`config.mk`:
```
export PLATFORM = sky130hd
export DESIGN_NAME = gesture_sampler
export DESIGN_NICKNAME = d
export VERILOG_FILES = /design/src/rtl/gesture_pkg.sv /design/src/rtl/gesture_accel_scaler.sv /design/src/rtl/gesture_sampler.sv
export SDC_FILE = /design/constraint.sdc
export NUM_CORES = 1
export LEC_CHECK = 0
export BUFFER_PORTS_ARGS = -buffer_cell sky130_fd_sc_hd__buf_2
export CAP_MARGIN = 5
export CORE_ASPECT_RATIO = 1.25
export CORE_MARGIN = 4
export CORE_UTILIZATION = 40
export DETAILED_ROUTE_END_ITERATION = 12
export GPL_TIMING_DRIVEN = 0
export PLACE_DENSITY_LB_ADDON = 0.05
export SYNTH_ARGS = -nofsm -noshare
export SYNTH_HDL_FRONTEND = slang
export SYNTH_HIERARCHICAL = 1
export SYNTH_SLANG_ARGS = --single-unit
```
`constraint.sdc`:
```
create_clock -name clk -period 4.32 [get_ports clk]
set_input_delay 0.864 -clock clk [delete_from_list [all_inputs] [get_ports clk]]
set_output_delay 0.864 -clock clk [all_outputs]
set_load 0.005 [all_outputs]
```
`src/rtl/gesture_pkg.sv`:
```
// Shared constants, FSM state encoding and helpers for the gesture sampler and recognizer.
package gesture_pkg;

    localparam int N_SAMPLES_DEF   = 30;
    localparam int ACC_SCALE_MUL   = 981;
    localparam int ACC_SCALE_SHIFT = 14;
    localparam logic [7:0] CHAR_UNKNOWN = 8'h3F;

    typedef enum logic [2:0] {
        IDLE     = 3'd0,
        CAPTURE  = 3'd1,
        WAIT_RES = 3'd2,
        OUTPUT   = 3'd3,
        COOLDOWN = 3'd4
    } state_t;

    // Magnitude of a signed difference; the unrepresentable -2^31 saturates to all-ones.
    function automatic logic [31:0] abs_sat(input logic signed [31:0] x);
        logic [31:0] r;
        if (x == 32'sh8000_0000) begin
            r = 32'hFFFF_FFFF;
        end else if (x < 32'sd0) begin
            r = 32'(-x);
        end else begin
            r = 32'(x);
        end
        return r;
    endfunction

endpackage

```
`src/rtl/gesture_accel_scaler.sv`:
```
// Raw MPU axis sample (16384 LSB/g) to signed m/s^2 x100; floors toward -inf.
module accel_scaler
    import gesture_pkg::*;
(
    input  logic signed [15:0] raw_accel,
    output logic signed [31:0] scaled
);

    logic signed [31:0] product_s;

    // Multiply in 32 bits (|raw| * 981 < 2^31) then arithmetic shift down.
    always_comb begin
        product_s = 32'(raw_accel) * ACC_SCALE_MUL;
        scaled    = product_s >>> ACC_SCALE_SHIFT;
    end

endmodule

```
`src/rtl/gesture_sampler.sv`:
```
// Movement-triggered sample framer feeding the gesture recognizer.
// Optional static-letter emission is enabled with `define GS_STATIC_EMIT_EN.
module gesture_sampler
    import gesture_pkg::*;
#(
    parameter int N_SAMPLES       = N_SAMPLES_DEF,
    parameter int DECIM           = 4,
    parameter int START_THRESH    = 200,
    parameter int GAP_CYCLES      = 1000000,
    parameter int TIMEOUT_CYCLES  = 4096,
    parameter int COOLDOWN_CYCLES = 64
) (
    input  logic               clk,
    input  logic               reset,
    input  logic signed [15:0] raw_accel,
    input  logic               raw_valid,
    input  logic [7:0]         letra_in,
    output logic               mov,
    output logic signed [31:0] mpu_valor,
    output logic               mpu_valid,
    output logic [7:0]         letra_base,
    input  logic               rec_ready,
    input  logic [7:0]         rec_letra,
    output logic [7:0]         out_char,
    output logic               out_valid,
    input  logic               out_ready
);

    localparam int SC_W = $clog2(N_SAMPLES + 1);
    localparam int GAP_W = $clog2(GAP_CYCLES + 1);
    localparam int TO_W = $clog2(TIMEOUT_CYCLES + 1);
    localparam int CD_W = $clog2(COOLDOWN_CYCLES + 1);
    localparam logic [31:0] THRESH_U = 32'(START_THRESH);

    state_t             state_r;
    logic signed [31:0] scaled_s;
    logic signed [31:0] diff_s;
    logic               trigger_s;
    logic signed [31:0] prev_scaled_r;
    logic               prev_ok_r;
    logic [7:0]         decim_cnt_r;
    logic [SC_W-1:0]    sample_cnt_r;
    logic [GAP_W-1:0]   gap_cnt_r;
    logic [TO_W-1:0]    wait_cnt_r;
    logic [CD_W-1:0]    cool_cnt_r;
`ifdef GS_STATIC_EMIT_EN
    logic [7:0]         hold_cnt_r;
    logic               hold_act_r;
    logic [7:0]         letra_prev_r;
`endif

    accel_scaler u_scaler (
        .raw_accel (raw_accel),
        .scaled    (scaled_s)
    );

    // Movement trigger: large step between consecutive raw samples.
    always_comb begin
        diff_s    = scaled_s - prev_scaled_r;
        trigger_s = prev_ok_r && raw_valid && (abs_sat(diff_s) >= THRESH_U);
    end

    // Main FSM with all outputs registered.
    always_ff @(posedge clk or posedge reset) begin
        if (reset) begin
            state_r       <= IDLE;
            mov           <= 1'b0;
            mpu_valid     <= 1'b0;
            mpu_valor     <= 32'sd0;
            letra_base    <= CHAR_UNKNOWN;
            out_char      <= CHAR_UNKNOWN;
            out_valid     <= 1'b0;
            prev_scaled_r <= 32'sd0;
            prev_ok_r     <= 1'b0;
            decim_cnt_r   <= 8'd0;
            sample_cnt_r  <= '0;
            gap_cnt_r     <= '0;
            wait_cnt_r    <= '0;
            cool_cnt_r    <= '0;
`ifdef GS_STATIC_EMIT_EN
            hold_cnt_r    <= 8'd0;
            hold_act_r    <= 1'b0;
            letra_prev_r  <= CHAR_UNKNOWN;
`endif
        end else begin
            mpu_valid <= 1'b0;
            case (state_r)
                IDLE: begin
                    letra_base <= letra_in;
                    if (raw_valid) begin
                        prev_scaled_r <= scaled_s;
                        prev_ok_r     <= 1'b1;
                    end
                    if (trigger_s) begin
                        // Trigger sample goes out as sample 0 together with mov.
                        state_r      <= CAPTURE;
                        mov          <= 1'b1;
                        mpu_valid    <= 1'b1;
                        mpu_valor    <= scaled_s;
                        decim_cnt_r  <= 8'd0;
                        sample_cnt_r <= SC_W'(1);
                        gap_cnt_r    <= '0;
                    end
`ifdef GS_STATIC_EMIT_EN
                    letra_prev_r <= letra_in;
                    if (trigger_s) begin
                        hold_act_r <= 1'b0;
                    end else if (letra_in != letra_prev_r) begin
                        hold_cnt_r <= 8'd0;
                        hold_act_r <= 1'b1;
                    end else if (hold_act_r && raw_valid) begin
                        if (hold_cnt_r == 8'd254) begin
                            out_char   <= letra_in;
                            out_valid  <= 1'b1;
                            hold_act_r <= 1'b0;
                            state_r    <= OUTPUT;
                        end else begin
                            hold_cnt_r <= hold_cnt_r + 8'd1;
                        end
                    end else begin
                        hold_cnt_r <= hold_cnt_r;
                    end
`endif
                end
                CAPTURE: begin
                    if (sample_cnt_r == SC_W'(N_SAMPLES)) begin
                        state_r    <= WAIT_RES;
                        wait_cnt_r <= '0;
                    end else if (raw_valid) begin
                        gap_cnt_r <= '0;
                        if (decim_cnt_r == 8'(DECIM - 1)) begin
                            decim_cnt_r  <= 8'd0;
                            mpu_valid    <= 1'b1;
                            mpu_valor    <= scaled_s;
                            sample_cnt_r <= sample_cnt_r + SC_W'(1);
                        end else begin
                            decim_cnt_r <= decim_cnt_r + 8'd1;
                        end
                    end else if (gap_cnt_r == GAP_W'(GAP_CYCLES - 1)) begin
                        // Sensor stream stalled: abandon the frame silently.
                        state_r    <= COOLDOWN;
                        mov        <= 1'b0;
                        cool_cnt_r <= '0;
                        prev_ok_r  <= 1'b0;
                    end else begin
                        gap_cnt_r <= gap_cnt_r + GAP_W'(1);
                    end
                end
                WAIT_RES: begin
                    if (rec_ready) begin
                        out_char  <= rec_letra;
                        out_valid <= 1'b1;
                        state_r   <= OUTPUT;
                    end else if (wait_cnt_r == TO_W'(TIMEOUT_CYCLES - 1)) begin
                        out_char  <= CHAR_UNKNOWN;
                        out_valid <= 1'b1;
                        state_r   <= OUTPUT;
                    end else begin
                        wait_cnt_r <= wait_cnt_r + TO_W'(1);
                    end
                end
                OUTPUT: begin
                    if (out_valid && out_ready) begin
                        out_valid  <= 1'b0;
                        mov        <= 1'b0;
                        cool_cnt_r <= '0;
                        prev_ok_r  <= 1'b0;
                        state_r    <= COOLDOWN;
                    end
                end
                COOLDOWN: begin
                    // mov low long enough for the recognizer to rewind its buffer.
                    if (cool_cnt_r == CD_W'(COOLDOWN_CYCLES - 1)) begin
                        state_r <= IDLE;
                    end else begin
                        cool_cnt_r <= cool_cnt_r + CD_W'(1);
                    end
                end
                default: begin
                    state_r   <= IDLE;
                    mov       <= 1'b0;
                    out_valid <= 1'b0;
                end
            endcase
        end
    end

endmodule

```
==> results.json <==
{
  "slowest_stage": "fa_2",
  "cts_buffers": 17,
  "cts_root_buf": "clkbuf_16",
  "clk_path_buf_depth": 2,
  "critPathMaxFanout": 9,
  "hold_viol": 0,
  "setup-violations-final": 100,
  "routed_wl_um": 38310,
  "die_x_um": 174.4,
  "synth-main-ff-cell": "dfrtp_1",
  "multiInputGateArea_um2": 10970,
  "ys_ff_latch": 140,
  "antenna_cells": 0,
  "clock_latency_ns": 0.46,
  "yosysWarnings": 6,
  "critPathKind": "in2reg",
  "io_pins": 88,
  "synth_fp_nets": 1795,
  "vias": 11988,
  "wl_met3_um": 898,
  "ant_nets": 0,
  "fmax_mhz": 109.6,
  "antenna_found_initial": 0,
  "portBuffers": 87,
  "clk_pin_slew_ns": 0.07,
  "grt_pass1_vias": 12349,
  "cts_hold_buffers": 0,
  "synthesis.area_um2": 13850,
  "layout.nets": 1992,
  "finClkSkew_ns": 0.01524,
  "grt_max_degree": 40,
  "synth.distinct_cells": 91,
  "whs_ns": 0.4525,
  "path_common_cell": "fa_1",
  "cp.required_ns": 4.65,
  "yosysTopAreaCellShare": 0.2313,
  "syn_inst": 1558,
  "avgSynthCellArea_um2": 8.887,
  "die_area_um2": 37670,
  "worstHoldPathType": "in2async",
  "start_util": 0.4087,
  "drt_iter0_drc": 664,
  "post_route_cells_drive_above_1_share": 0.3422,
  "cts_tree": "done",
  "die_y_um": 216.0,
  "core-area_um2": 33880,
  "async_flop_share": 1.000,
  "gr-total-overflow": 0,
  "worstMarginPinSlew_ns": 0.7738,
  "top_layer_used": "met4",
  "final_common_cell": "inv_1",
  "num_rows": 75,
  "pre_cts_slack_ns": -6.217,
  "rsz0062_at_grt": "yes",
  "avgViaCountPerCell": 5.376,
  "startpoint_type": "input port",
  "dp_hpwl_um": 29020,
  "violations": "setup timing",
  "cp_num_buf_inv": 9,
  "grt_usage": 0.2035,
  "status": "complete, but fails checks",
  "final.fill_count": 3085,
  "synth_seq_area_share": 0.2541,
  "gp_congestion": 0.8901,
  "setup_ws_ns": -4.804,
  "clock_sinks": 140,
  "maxSlewHeadroom": 0.4842,
  "regArea_um2": 3518,
  "final_cell_mix": "inv_1 (168), dfrtp_1 (128), nand2_1 (105)",
  "drc": 0,
  "m1WireLength_um": 16070,
  "cp_slowest_stage_delay_ns": 0.56,
  "drv_slew": 0,
  "synth_edf_count": 0,
  "design_area_um2": 18540,
  "maxCapViolCount": 0,
  "synth_top_area_cell": "dfrtp_1",
  "grt_pass1_wl_um": 63140,
  "post-route-min-period_ns": 9.124,
  "post_drt_wl_per_cell_um": 17.18,
  "drtPass1Iterations": 7,
  "cp-end-kind": "flip-flop",
  "areaGrowthSynthToFinish_pct": 33.88,
  "tns_ns": -338.35,
  "dr_wl_met2_um": 20510,
  "critPathTopFamily": "adder cells",
  "post-route-period-util": 2.112,
  "ctsHtreeMaxLevel": 4,
  "ys_top_cells_by_area": "dfrtp_1 (23%), ha_1 (12%), fa_1 (9.8%), inv_1 (5.1%), nand2_1 (3.6%)",
  "placed_area_um2": 15580,
  "cp.arrival_ns": 9.46
}
per-stage QoR:
step                      utilization  instances
after global routing           0.5472       2230
after CTS                      0.5208       2193
after global placement         0.4573       2107
final                          0.5472       2230
after detailed placement       0.4600       2112
after floorplan                     -       1558
cell usage after synthesis (19+ instances only):
master,n
inv_1,187
ha_1,132
a21o_1,29
nand2b_1,19
nand3_1,48
fa_1,68
nor2_1,93
buf_4,21
dfrtp_1,128
nand4_1,28
or3_1,30
xnor2_1,36
clkbuf_1,20
a21oi_1,71
o21ai_0,95
nor3_1,27
mux2_4,29
buf_2,23
nand2_1,134
state kept, by name, summed over array words and instances (netlist names):
signal         flops
sample_cnt_r       5
state_r            3
mpu_valid          1
mov                1
mpu_valor         32
gap_cnt_r         20
decim_cnt_r        8
cool_cnt_r         7
out_char           8
prev_scaled_r     32
wait_cnt_r        13
out_valid          1
prev_ok_r          1
letra_base         8
what timing repair did:
item | 4_1_cts | 5_1_grt
pin swaps | 66 | 65
resized for setup | 225 | 146
setup endpoints to repair | 100 | 100
setup buffers | 55 | 43
endpoints found under the hold margin | 0 | 0
gates cloned | 6 | 3
cell type report:
type | count | share of cell area
multi-input cells | 1160 | 0.5917
flip-flops and latches | 140 | 0.1898
repair buffers | 184 | 0.08134
inverters | 187 | 0.03820
plain buffers | 65 | 0.03476
well taps | 462 | 0.03118
clock buffers | 17 | 0.02295
clock inverters | 15 | 0.01006
final timing paths:
kind | from | endpoint | slack [ns] | cells after the start
max | raw_accel[8] | mpu_valor[12] | -4.80 | 35
min | reset | mpu_valor[23] | 0.45 | 3
max reg2reg | prev_scaled_r[0] | mpu_valor[12] | -0.72 | 19
min reg2reg | mpu_valor[23] | mpu_valor[23] | 0.49 | 1
max in group asynchronous | reset | out_char[4] | 3.31 | 4
min in group clk | mpu_valor[23] | mpu_valor[23] | 0.49 | 1
worst reg2reg max path, stage by stage (launching register included):
cell       delay [ns]
dfrtp_1          0.39
ha_2             0.20
fa_2             0.35
and2b_2          0.27
o2111ai_4        0.20
buf_6            0.19
a211oi_4         0.29
nor4_4           0.10
nor3_2           0.24
xor2_1           0.14
or4_1            0.56
buf_6            0.17
o31a_1           0.25
a221oi_2         0.18
nand4_1          0.18
o31a_1           0.38
a21o_1           0.20
buf_12           0.16
clkbuf_16        0.18
mux2_4           0.29
layer usage:
metal	up-vias	track usage
li1	5901	-
met1	5864	0.2440
met2	171	0.3784
met3	52	0.02678
met4	0	0.05915
met5	-	0
cells by family (layout without fill, tap and decap cells):
family	count (synthesis)	count (layout)	synth area share
fa+ha+maj	203	203	0.2198
flops	140	140	0.2541
buf+inv	259	468	0.08079
xor+xnor	54	54	0.03416
simple gates	476	477	0.1748
mux	61	61	0.05594
compound gates	365	365	0.1805
Power is not shown: default switching activity piles up to over one toggle a cycle in this logic, so the estimate is an artifact.
